<file path="config.mk">
export PLATFORM = sky130hd
export DESIGN_NAME = lap_timer
export DESIGN_NICKNAME = d
export VERILOG_FILES = /design/src/rtl/stopwatch_pkg.sv /design/src/rtl/lap_fifo.sv /design/src/rtl/lap_timer.sv
export SDC_FILE = /design/constraint.sdc
export NUM_CORES = 1
export LEC_CHECK = 0
export CORE_UTILIZATION = 50
export CTS_BUF_LIST = sky130_fd_sc_hd__clkbuf_4
export DETAILED_ROUTE_END_ITERATION = 16
export GPL_ROUTABILITY_DRIVEN = 0
export GPL_TIMING_DRIVEN = 0
export PLACE_DENSITY = 0.74
export SLEW_MARGIN = 40
export SYNTH_ARGS = -nofsm -noshare
export SYNTH_HDL_FRONTEND = slang
export SYNTH_SLANG_ARGS = --single-unit
</file>
<file path="constraint.sdc">
create_clock -name clk -period 3.2 [get_ports clk]
set_clock_uncertainty 0.05 [all_clocks]
set_input_delay 0.32 -clock clk [delete_from_list [all_inputs] [get_ports clk]]
set_output_delay 0.32 -clock clk [all_outputs]
set_load 0.05 [all_outputs]
</file>
<file path="src/rtl/stopwatch_pkg.sv">
// stopwatch_pkg: status encoding, seconds limit, count direction and seconds clamp shared by the lap timer
package stopwatch_pkg;
  typedef enum logic [1:0] {
    IDLE    = 2'b00,
    RUNNING = 2'b01,
    PAUSED  = 2'b10,
    EXPIRED = 2'b11
  } status_t;
  localparam logic [5:0] SEC_MAX = 6'd59;
  localparam logic DIR_UP = 1'b0;
  localparam logic DIR_DOWN = 1'b1;
  function automatic logic [5:0] clamp_sec(input logic [5:0] s);
    return s > SEC_MAX ? SEC_MAX : s;
  endfunction
endpackage

</file>
<file path="src/rtl/lap_fifo.sv">
// lap_fifo: lap capture FIFO (clk, rst_n, clr flush, push/din write, valid/ready/dout head read, ovf sticky drop flag)
module lap_fifo #(
  parameter int W = 14,
  parameter int DEPTH = 4
) (
  input  logic         clk,
  input  logic         rst_n,
  input  logic         clr,
  input  logic         push,
  input  logic [W-1:0] din,
  input  logic         ready,
  output logic         valid,
  output logic [W-1:0] dout,
  output logic         ovf
);
  localparam int AW = $clog2(DEPTH);
  logic [W-1:0] mem [DEPTH];
  logic [AW-1:0] rd, wr;
  logic [AW:0] cnt;
  logic pop, wr_en, full;
  assign valid = cnt != '0;
  assign full = cnt == (AW+1)'(DEPTH);
  assign pop = valid && ready;
  assign wr_en = push && (!full || pop);
  assign dout = mem[rd];
  always_ff @(posedge clk)
    if (wr_en) mem[wr] <= din;
  always_ff @(posedge clk)
    if (!rst_n || clr) begin
      rd <= '0;
      wr <= '0;
      cnt <= '0;
      ovf <= 1'b0;
    end else begin
      rd <= rd + AW'(pop);
      wr <= wr + AW'(wr_en);
      cnt <= cnt + (AW+1)'(wr_en) - (AW+1)'(pop);
      ovf <= ovf || (push && !wr_en);
    end
endmodule

</file>
<file path="src/rtl/lap_timer.sv">
// lap_timer: up/down min:sec stopwatch (clk, rst_n; start/stop/clear/load/lap commands; minutes/seconds/status/done; lap FIFO read port)
module lap_timer
  import stopwatch_pkg::*;
#(
  parameter int MIN_W = 8,
  parameter int PRESCALE = 1,
  parameter int LAP_DEPTH = 4
) (
  input  logic             clk,
  input  logic             rst_n,
  input  logic             start,
  input  logic             stop,
  input  logic             clear,
  input  logic             load,
  input  logic             load_dir,
  input  logic [MIN_W-1:0] load_min,
  input  logic [5:0]       load_sec,
  input  logic             lap,
  output logic [MIN_W-1:0] minutes,
  output logic [5:0]       seconds,
  output logic [1:0]       status,
  output logic             done,
  output logic             lap_valid,
  input  logic             lap_ready,
  output logic [MIN_W-1:0] lap_min,
  output logic [5:0]       lap_sec,
  output logic             lap_ovf
);
  localparam int PW = PRESCALE > 1 ? $clog2(PRESCALE) : 1;
  status_t state, state_n;
  logic [MIN_W-1:0] min_q, min_n;
  logic [5:0] sec_q, sec_n;
  logic dir_q, dir_n;
  logic [PW-1:0] presc_q, presc_n;
  logic tick, at_max, at_zero, hits_end, push;
  logic [MIN_W+5:0] head;
  assign tick = state == RUNNING && presc_q == PW'(PRESCALE - 1);
  assign at_max = &min_q && sec_q == SEC_MAX;
  assign at_zero = min_q == '0 && sec_q == '0;
  assign hits_end = dir_q == DIR_DOWN ? min_q == '0 && sec_q <= 6'd1 : at_max;
  assign presc_n = state == RUNNING ? (tick ? '0 : presc_q + PW'(1)) : state == PAUSED ? presc_q : '0;
  always_comb begin
    state_n = state;
    dir_n = dir_q;
    min_n = min_q;
    sec_n = sec_q;
    if (tick && !(dir_q == DIR_DOWN ? at_zero : at_max)) begin
      min_n = dir_q == DIR_DOWN ? min_q - MIN_W'(sec_q == '0) : min_q + MIN_W'(sec_q == SEC_MAX);
      sec_n = dir_q == DIR_DOWN ? (sec_q == '0 ? SEC_MAX : sec_q - 6'd1) : (sec_q == SEC_MAX ? 6'd0 : sec_q + 6'd1);
    end
    if (clear) begin
      state_n = IDLE;
      dir_n = DIR_UP;
      min_n = '0;
      sec_n = '0;
    end else if (state == IDLE) begin
      if (load) begin
        min_n = load_min;
        sec_n = clamp_sec(load_sec);
        dir_n = load_dir;
      end else if (start) state_n = dir_q == DIR_DOWN && at_zero ? EXPIRED : RUNNING;
    end else if (state == RUNNING) state_n = tick && hits_end ? EXPIRED : stop ? PAUSED : RUNNING;
    else if (state == PAUSED && start && !stop) state_n = RUNNING;
  end
  always_ff @(posedge clk)
    if (!rst_n) begin
      state <= IDLE;
      min_q <= '0;
      sec_q <= '0;
      dir_q <= DIR_UP;
      presc_q <= '0;
      done <= 1'b0;
    end else begin
      state <= state_n;
      min_q <= min_n;
      sec_q <= sec_n;
      dir_q <= dir_n;
      presc_q <= presc_n;
      done <= state_n == EXPIRED && state != EXPIRED;
    end
  assign status = state;
  assign minutes = min_q;
  assign seconds = sec_q;
  assign push = lap && !clear && (state == RUNNING || state == PAUSED);
  assign {lap_min, lap_sec} = head;
  lap_fifo #(.W(MIN_W + 6), .DEPTH(LAP_DEPTH)) u_fifo (
    .clk(clk),
    .rst_n(rst_n),
    .clr(clear),
    .push(push),
    .din({min_q, sec_q}),
    .ready(lap_ready),
    .valid(lap_valid),
    .dout(head),
    .ovf(lap_ovf)
  );
endmodule

</file>
==> results of run 1 <==
## metrics by stage
| step | hold slack [ps] | std cells | util, % | setup TNS [ps] | setup slack (ps) |
|---|---|---|---|---|---|
| finish | 396.4 | 505 | 64.18 | 0 | 140.2 |
| floorplan | 393.3 | 323 | - | 0 | 117.9 |
| global placement | 413.5 | 480 | 60.89 | -4.460 | -4.460 |
| global route | 375.9 | 505 | 64.18 | 0 | 6.845 |
| detailed placement | 426.7 | 480 | 61.00 | -36.96 | -36.96 |
| CTS | 381.3 | 496 | 62.95 | 0 | 8.116 |
## layout by cell type, fill, tap and decap left out, types with 3 or more instances in the layout
cell type        netlist  final
a211oi_1               4      4
nand3_1                8      8
xor2_1                 4      4
nand2b_1               3      3
a221oi_1               3      3
buf_6                  3      4
nor3_1                 5      5
buf_4                  2     11
ha_1                  20     19
inv_1                 20     20
clkbuf_4               0      9
mux4_2                14     14
nand2_1               21     21
and2_1                 5      5
xnor2_1               11     11
dfxtp_1               27     25
a22o_1                 4      4
or4_1                  3      3
o211ai_1               3      3
a41oi_1                3      3
nor2_1                24     22
clkdlybuf4s50_1        0     54
mux2i_1                4      4
a21oi_1               19     18
clkbuf_1               8      8
o21ai_0               10     10
edfxtp_1              56     56
## cells in the mapped netlist, types with 3 or more instances
| cell | count | share of area (%) |
|---|---|---|
| ha_1 | 20 | 6.2 |
| buf_6 | 3 | 0.84 |
| dfxtp_1 | 27 | 13 |
| xnor2_1 | 11 | 2.4 |
| nand2b_1 | 3 | 0.46 |
| mux2i_1 | 4 | 0.99 |
| xor2_1 | 4 | 0.87 |
| a21oi_1 | 19 | 2.4 |
| clkbuf_1 | 8 | 0.74 |
| nor3_1 | 5 | 0.62 |
| a211oi_1 | 4 | 0.74 |
| nand3_1 | 8 | 0.99 |
| nand2_1 | 21 | 1.9 |
| mux4_2 | 14 | 7.8 |
| a41oi_1 | 3 | 0.65 |
| o211ai_1 | 3 | 0.56 |
| and2_1 | 5 | 0.77 |
| edfxtp_1 | 56 | 42 |
| nor2_1 | 24 | 2.2 |
| a22o_1 | 4 | 0.87 |
| a221oi_1 | 3 | 0.65 |
| or4_1 | 3 | 0.56 |
| inv_1 | 20 | 1.9 |
| o21ai_0 | 10 | 1.2 |
## cell families after synthesis
family          Yosys count
xor+xnor                 15
buf+inv                  35
fa+ha+maj                22
mux                      18
simple gates             89
flops                    83
compound gates           61
## worst reg2reg max path, stage by stage, from the launching register on
cell	delay, ps
dfxtp_4	380
inv_1	100
ha_1	170
or3b_4	400
o31a_1	320
nor2_2	110
ha_2	190
inv_1	50
fa_2	340
a21o_1	200
a21oi_2	170
o21bai_1	80
a21oi_1	150
xor2_1	150
o21ai_0	100
## cell type report
cell class / count / share of cell area (%)
tap: 102 / 2.560
clock inverter: 7 / 1.506
clock buffer: 9 / 1.355
inverter: 20 / 1.506
sequential: 83 / 44.73
buffer: 15 / 1.832
timing repair buffer: 64 / 12.53
multi-input combinational: 205 / 33.99
## state kept, by name, indices dropped and copies added (netlist names)
signal,cells
u_fifo.rd,2
dir_q,1
u_fifo.ovf,1
minutes,8
done,1
status,2
u_fifo.cnt,3
u_fifo.wr,2
presc_q,1
seconds,6
u_fifo.mem,56
## power breakdown
part	leakage [nW]	internal [W]	switching [W]	total [W]
logic	0.962	0.000135	0.000174	0.000310
registers	0.722	0.00116	0.0000236	0.00118
clock network	0.0706	0.000242	0.000373	0.000615
## timing repair
action / CTS / global route
hold buffers: 0 / 0
buffers inserted: 0 / 8
setup endpoints to repair: 11 / 3
resized for setup: 3 / 5
pin swaps: 0 / 4
## worst max-delay path by stage
stage	to	slack, ps	cells past startpoint
floorplan	minutes[6]$_SDFF_PP0_	120	13
global route	lap_min[6]	7	4
global placement	minutes[6]$_SDFF_PP0_	-4	14
finish	minutes[6]$_SDFF_PP0_	140	14
CTS	minutes[6]$_SDFF_PP0_	8	14
detailed placement	minutes[6]$_SDFF_PP0_	-40	14
## per-layer routing
layer  part of all wire [%]  vias to the layer above  wire length, microns  track usage, %
met2                     50                       79                  4131           34.89
met4                    1.8                        0                   148           8.594
li1                       -                     1363                     -               -
met5                      0                        -                     0               0
met3                    5.0                       15                   414           3.897
met1                     43                     1369                  3613           26.34
==> flow_summary.toml, run 1 <==
[cells_and_area]
num_antenna_cells = 0
syn_to_final_growth_pct = 23.27
multiInputGateArea_sq_um = 1694
nets = 443
fillers = 632
drive_above_1_share_pct = 14.14
layout.area.seq_sq_um = 2230
fin_area_sq_um = 4985

[timing]
slew_headroom_pct = 51.35
hold_viol = 0
fmax_ghz = 0.3268
fin_crit_ps = 3060
final-max-slew-violation-count = 0
worst_pin_slew_ps = 729.7
rsz0062_at_grt = "no"
setup_viol = 0
post-route-period-util_pct = 95.62

[synth]
synth.distinct_cells = 54
syn_area_sq_um = 4044
yosys_warnings = 0
synth_compound_gate_area_share_pct = 9.994
muxShareOfSynthArea_pct = 8.787
netlist_instances = 323
synth_simple_gate_area_share_pct = 11.79
synthAdderAreaFrac_pct = 7.178
ys_seq_area_share_pct = 54.95
synth_xor_area_share_pct = 3.249
synth-edff-count = 56
syn_avg_cell_area_sq_um = 12.52
syn-num-nets = 368
synthArstFlopShare_pct = 0
synth_top_family_by_area = "simple AND/OR/NAND/NOR gates"
ys_ff_latch = 83
ys_dominant_reg_cell = "edfxtp_1"

[min_path]
hold_path.class = "in2reg"
worstHoldStart = "load_min[2]"
hold_depth = 3
hold_end = "minutes[2]$_SDFF_PP0_"

[critical_path]
worst_ep_arrival_time_ps = 3340
crit_family = "compound AO/OA/AOI/OAI gates"
reg2reg_slack_ps = 140
cp_num_buf_inv = 2
cp_slowest_cell = "or3b_4"
path_cells = "inv_1, ha_1, or3b_4, o31a_1, nor2_2, ha_2, inv_1, fa_2, a21o_1, a21oi_2, o21bai_1, a21oi_1, xor2_1, o21ai_0"
critPathMaxStageDelay_ps = 400
worstSetupStartpointType = "flop"
criticalPathCategory = "reg2reg"
cp_data_required_time_ps = 3480
crit_start = "seconds[1]$_SDFF_PP0_"
path_max_fanout = 5
ff2ff_path_depth = 14
r2r-end = "minutes[6]$_SDFF_PP0_"
timing.rr.start = "seconds[1]$_SDFF_PP0_"
endpoint_kind = "flop"
crit_path_frequent_cell = "inv_1"

[clock_tree]
cts-root-buf = "clkbuf_4"
cts_buffers = 9
clockBufferDepth = 2
htreeDepth = 3
clk_latency_ps = 420
cts_tree = "yes"
clock_sinks = 83
clk_pin_slew_ps = 140

[placement]
placed_area_sq_um = 4738
port_buffers = 55
hpwl_microns = 5847

[routing]
dr.first_iter.drc_count = 118
wl_microns = 8308
routedWlPerCell_microns = 16.45
drc = 0
ant_nets = 0
dr_total_vias = 2826
viasPerCell = 5.596
drtPass1Iterations = 4

[floorplanning]
coreArea_sq_um = 7767
pin_count = 56
start_util_pct = 52.06
rows = 32
die_x_microns = 91.93
die_y_microns = 91.93
dieArea_sq_um = 8451

[grt]
grt_pass1_vias = 2801
grt_use_total_pct = 20.74
grt_pass1_wl_microns = 13290
grt_max_degree = 16
antenna_found_initial = 0
grt_overflow = 0

[power_and_ir_drop]
vdd_drop_max_mv = 0.1599
power_w = 0.002104
p_leak_nw = 1.755
p_per_area_nw_per_um2 = 422.0

[status]
outcome = "completed"

[flow_run]
drv_cap = 0
Power figures use the tool's default switching activity.
==> run 2, diff against run 1 <==
--- a/config.mk
+++ b/config.mk
@@ -10,7 +10,9 @@
 export DETAILED_ROUTE_END_ITERATION = 16
 export GPL_ROUTABILITY_DRIVEN = 0
 export GPL_TIMING_DRIVEN = 0
-export PLACE_DENSITY = 0.74
+export HOLD_SLACK_MARGIN = 0.08
+export PLACE_DENSITY = 0.86
+export SKIP_CTS_REPAIR_TIMING = 1
 export SLEW_MARGIN = 40
 export SYNTH_ARGS = -nofsm -noshare
 export SYNTH_HDL_FRONTEND = slang
==> run 2 against run 1 <==
  * Fmax down 0.30%
  * Die area unchanged
  * Routed wire length up 2.9%
  * Critical path depth unchanged
  * Sequential cell count unchanged
  * Count of clock-buffer cells in the layout unchanged
  * Utilization down 0.18 points
  * Clock power down 3.4%
==> flow_summary.toml, run 2 (same netlist as run 1, synthesis figures left out) <==
[status]
outcome = "completed"

[grt]
grt_overflow = 0
grt_pass1_wl_microns = 13970
antenna_found_initial = 0
grt_max_degree = 18
grt_use_total_pct = 21.74
grt_pass1_vias = 2836

[timing]
slew_headroom_pct = 46.77
fmax_ghz = 0.3258
hold_viol = 0
final-max-slew-violation-count = 0
setup_viol = 0
holdWs_ps = 381.9
rsz0062_at_grt = "yes"
worst_pin_slew_ps = 797.5
post-route-period-util_pct = 95.91
tns_ps = 0
fin_crit_ps = 3069
fin_ws_ps = 131.0

[floorplanning]
die_x_microns = 91.93
pin_count = 56
die_y_microns = 91.93
coreArea_sq_um = 7767
start_util_pct = 52.06
dieArea_sq_um = 8451
rows = 32

[power_and_ir_drop]
p_leak_nw = 1.850
intPower_w = 0.001469
p_per_area_nw_per_um2 = 419.0
p_clk_share_pct = 28.5
vdd_drop_max_mv = 0.1517
p_seq_share_pct = 56.6
power.switching_w = 0.0006134
comb_power_share_pct = 14.9
p_sw_share_pct = 29.46

[critical_path]
cp_data_required_time_ps = 3490
timing.rr.start = "seconds[1]$_SDFF_PP0_"
endpoint_kind = "flop"
criticalPathCategory = "reg2reg"
ff2ff_path_depth = 14
path_max_fanout = 4
worstSetupStartpointType = "flop"
reg2reg_slack_ps = 130
worst_ep_arrival_time_ps = 3360
r2r-end = "minutes[6]$_SDFF_PP0_"

[min_path]
hold_path.class = "in2reg"
hold_depth = 3
worstHoldStart = "load_dir"
hold_end = "dir_q$_SDFFE_PP0P_"

[clock_tree]
clock_sinks = 83
clockBufferDepth = 2
clk_latency_ps = 440
cts-root-buf = "clkbuf_4"
cts_tree = "yes"
htreeDepth = 3
clk_pin_slew_ps = 150
cts_buffers = 9

[routing]
drtPass1Iterations = 5
drc = 0
dr.first_iter.drc_count = 189
routedWlPerCell_microns = 17.04
wl_microns = 8553
dr_total_vias = 2890
viasPerCell = 5.757
ant_nets = 0

[cells_and_area]
nets = 440
mostFrequentLayoutCells = "edfxtp_1 (56), clkdlybuf4s50_1 (45), dfxtp_1 (25)"
fillers = 595
largest_reg_flops = 56
drive_above_1_share_pct = 13.75
largest_register = "u_fifo.mem"
num_antenna_cells = 0
layout_commonest_cell = "edfxtp_1"
fin_cells = 502
syn_to_final_growth_pct = 22.93

[placement]
hpwl_microns = 5911
port_buffers = 55
dp_cells = 480
preCtsSetupSlack_ps = -15.34

[flow_run]
drv_cap = 0
-- run 2: changes by cell type in the layout (fill, tap and decap cells not counted), moves of 2 or more --
cell             change
inv_6                -2
inv_8                +4
dlymetal6s2s_1       +9
buf_4                -3
clkdlybuf4s50_1      -9
-- run 2: power groups by stage --
stage	registers, W	clock network (W)	logic, W
global route	0.00118	0.000645	0.000336
detailed placement	0.00121	0	0.000293
floorplan	0.00123	0	0.000166
global placement	0.00121	0	0.000288
CTS	0.00118	0.000604	0.000296
finish	0.00118	0.000594	0.000309
-- run 2: metal layers --
| metal | global-route usage, % | part of all wire [%] | up-vias | wire length, microns |
|---|---|---|---|---|
| met5 | 0 | 0 | - | 0 |
| li1 | - | - | 1360 | - |
| met1 | 27.06 | 42 | 1420 | 3603 |
| met3 | 5.556 | 5.3 | 9 | 453 |
| met4 | 6.771 | 0.88 | 0 | 75 |
| met2 | 37.13 | 52 | 101 | 4421 |
-- run 2: how the worst max path moves through the flow --
stage                                        from                     to  slack, ps  depth (start not counted)
after floorplan             seconds[2]$_SDFF_PP0_  minutes[6]$_SDFF_PP0_        120                         13
after global placement      seconds[1]$_SDFF_PP0_  minutes[6]$_SDFF_PP0_         20                         14
after detailed placement    seconds[1]$_SDFF_PP0_  minutes[6]$_SDFF_PP0_        -20                         14
after CTS                 u_fifo.rd[0]$_SDFF_PP0_             lap_min[4]        -70                          4
after global routing        seconds[1]$_SDFF_PP0_  minutes[6]$_SDFF_PP0_        -40                         14
final                       seconds[1]$_SDFF_PP0_  minutes[6]$_SDFF_PP0_        130                         14
-- run 2: final cells by class --
type | instances | area [sq um] | share of cell area (%)
buffer | 15 | 91.34 | 1.837
clock buffer | 9 | 67.56 | 1.359
clock inverter | 7 | 67.56 | 1.359
inverter | 20 | 75.07 | 1.510
multi-input combinational | 205 | 1692 | 34.03
sequential | 83 | 2230 | 44.85
tap | 102 | 127.6 | 2.567
timing repair buffer | 61 | 620.6 | 12.48
-- run 2: through the flow --
step	utilization (%)	power (W)	cell area (sq um)
2_1_floorplan	-	0.001400	4051
3_3_place_gp	60.89	0.001493	4730
5_1_grt	64.00	0.002163	4971
4_1_cts	62.74	0.002083	4873
6_report	64.00	0.002083	4971
3_5_place_dp	61.00	0.001501	4738
-- run 2: critical path: stages, from the launching register on --
cell	delay (ps)
dfxtp_4	380
inv_1	100
ha_2	190
or3b_4	400
o31a_1	320
nor2_1	100
ha_1	180
inv_1	60
fa_2	350
a21o_1	200
a21oi_2	160
o21bai_1	80
a21oi_1	160
xor2_1	150
o21ai_0	100
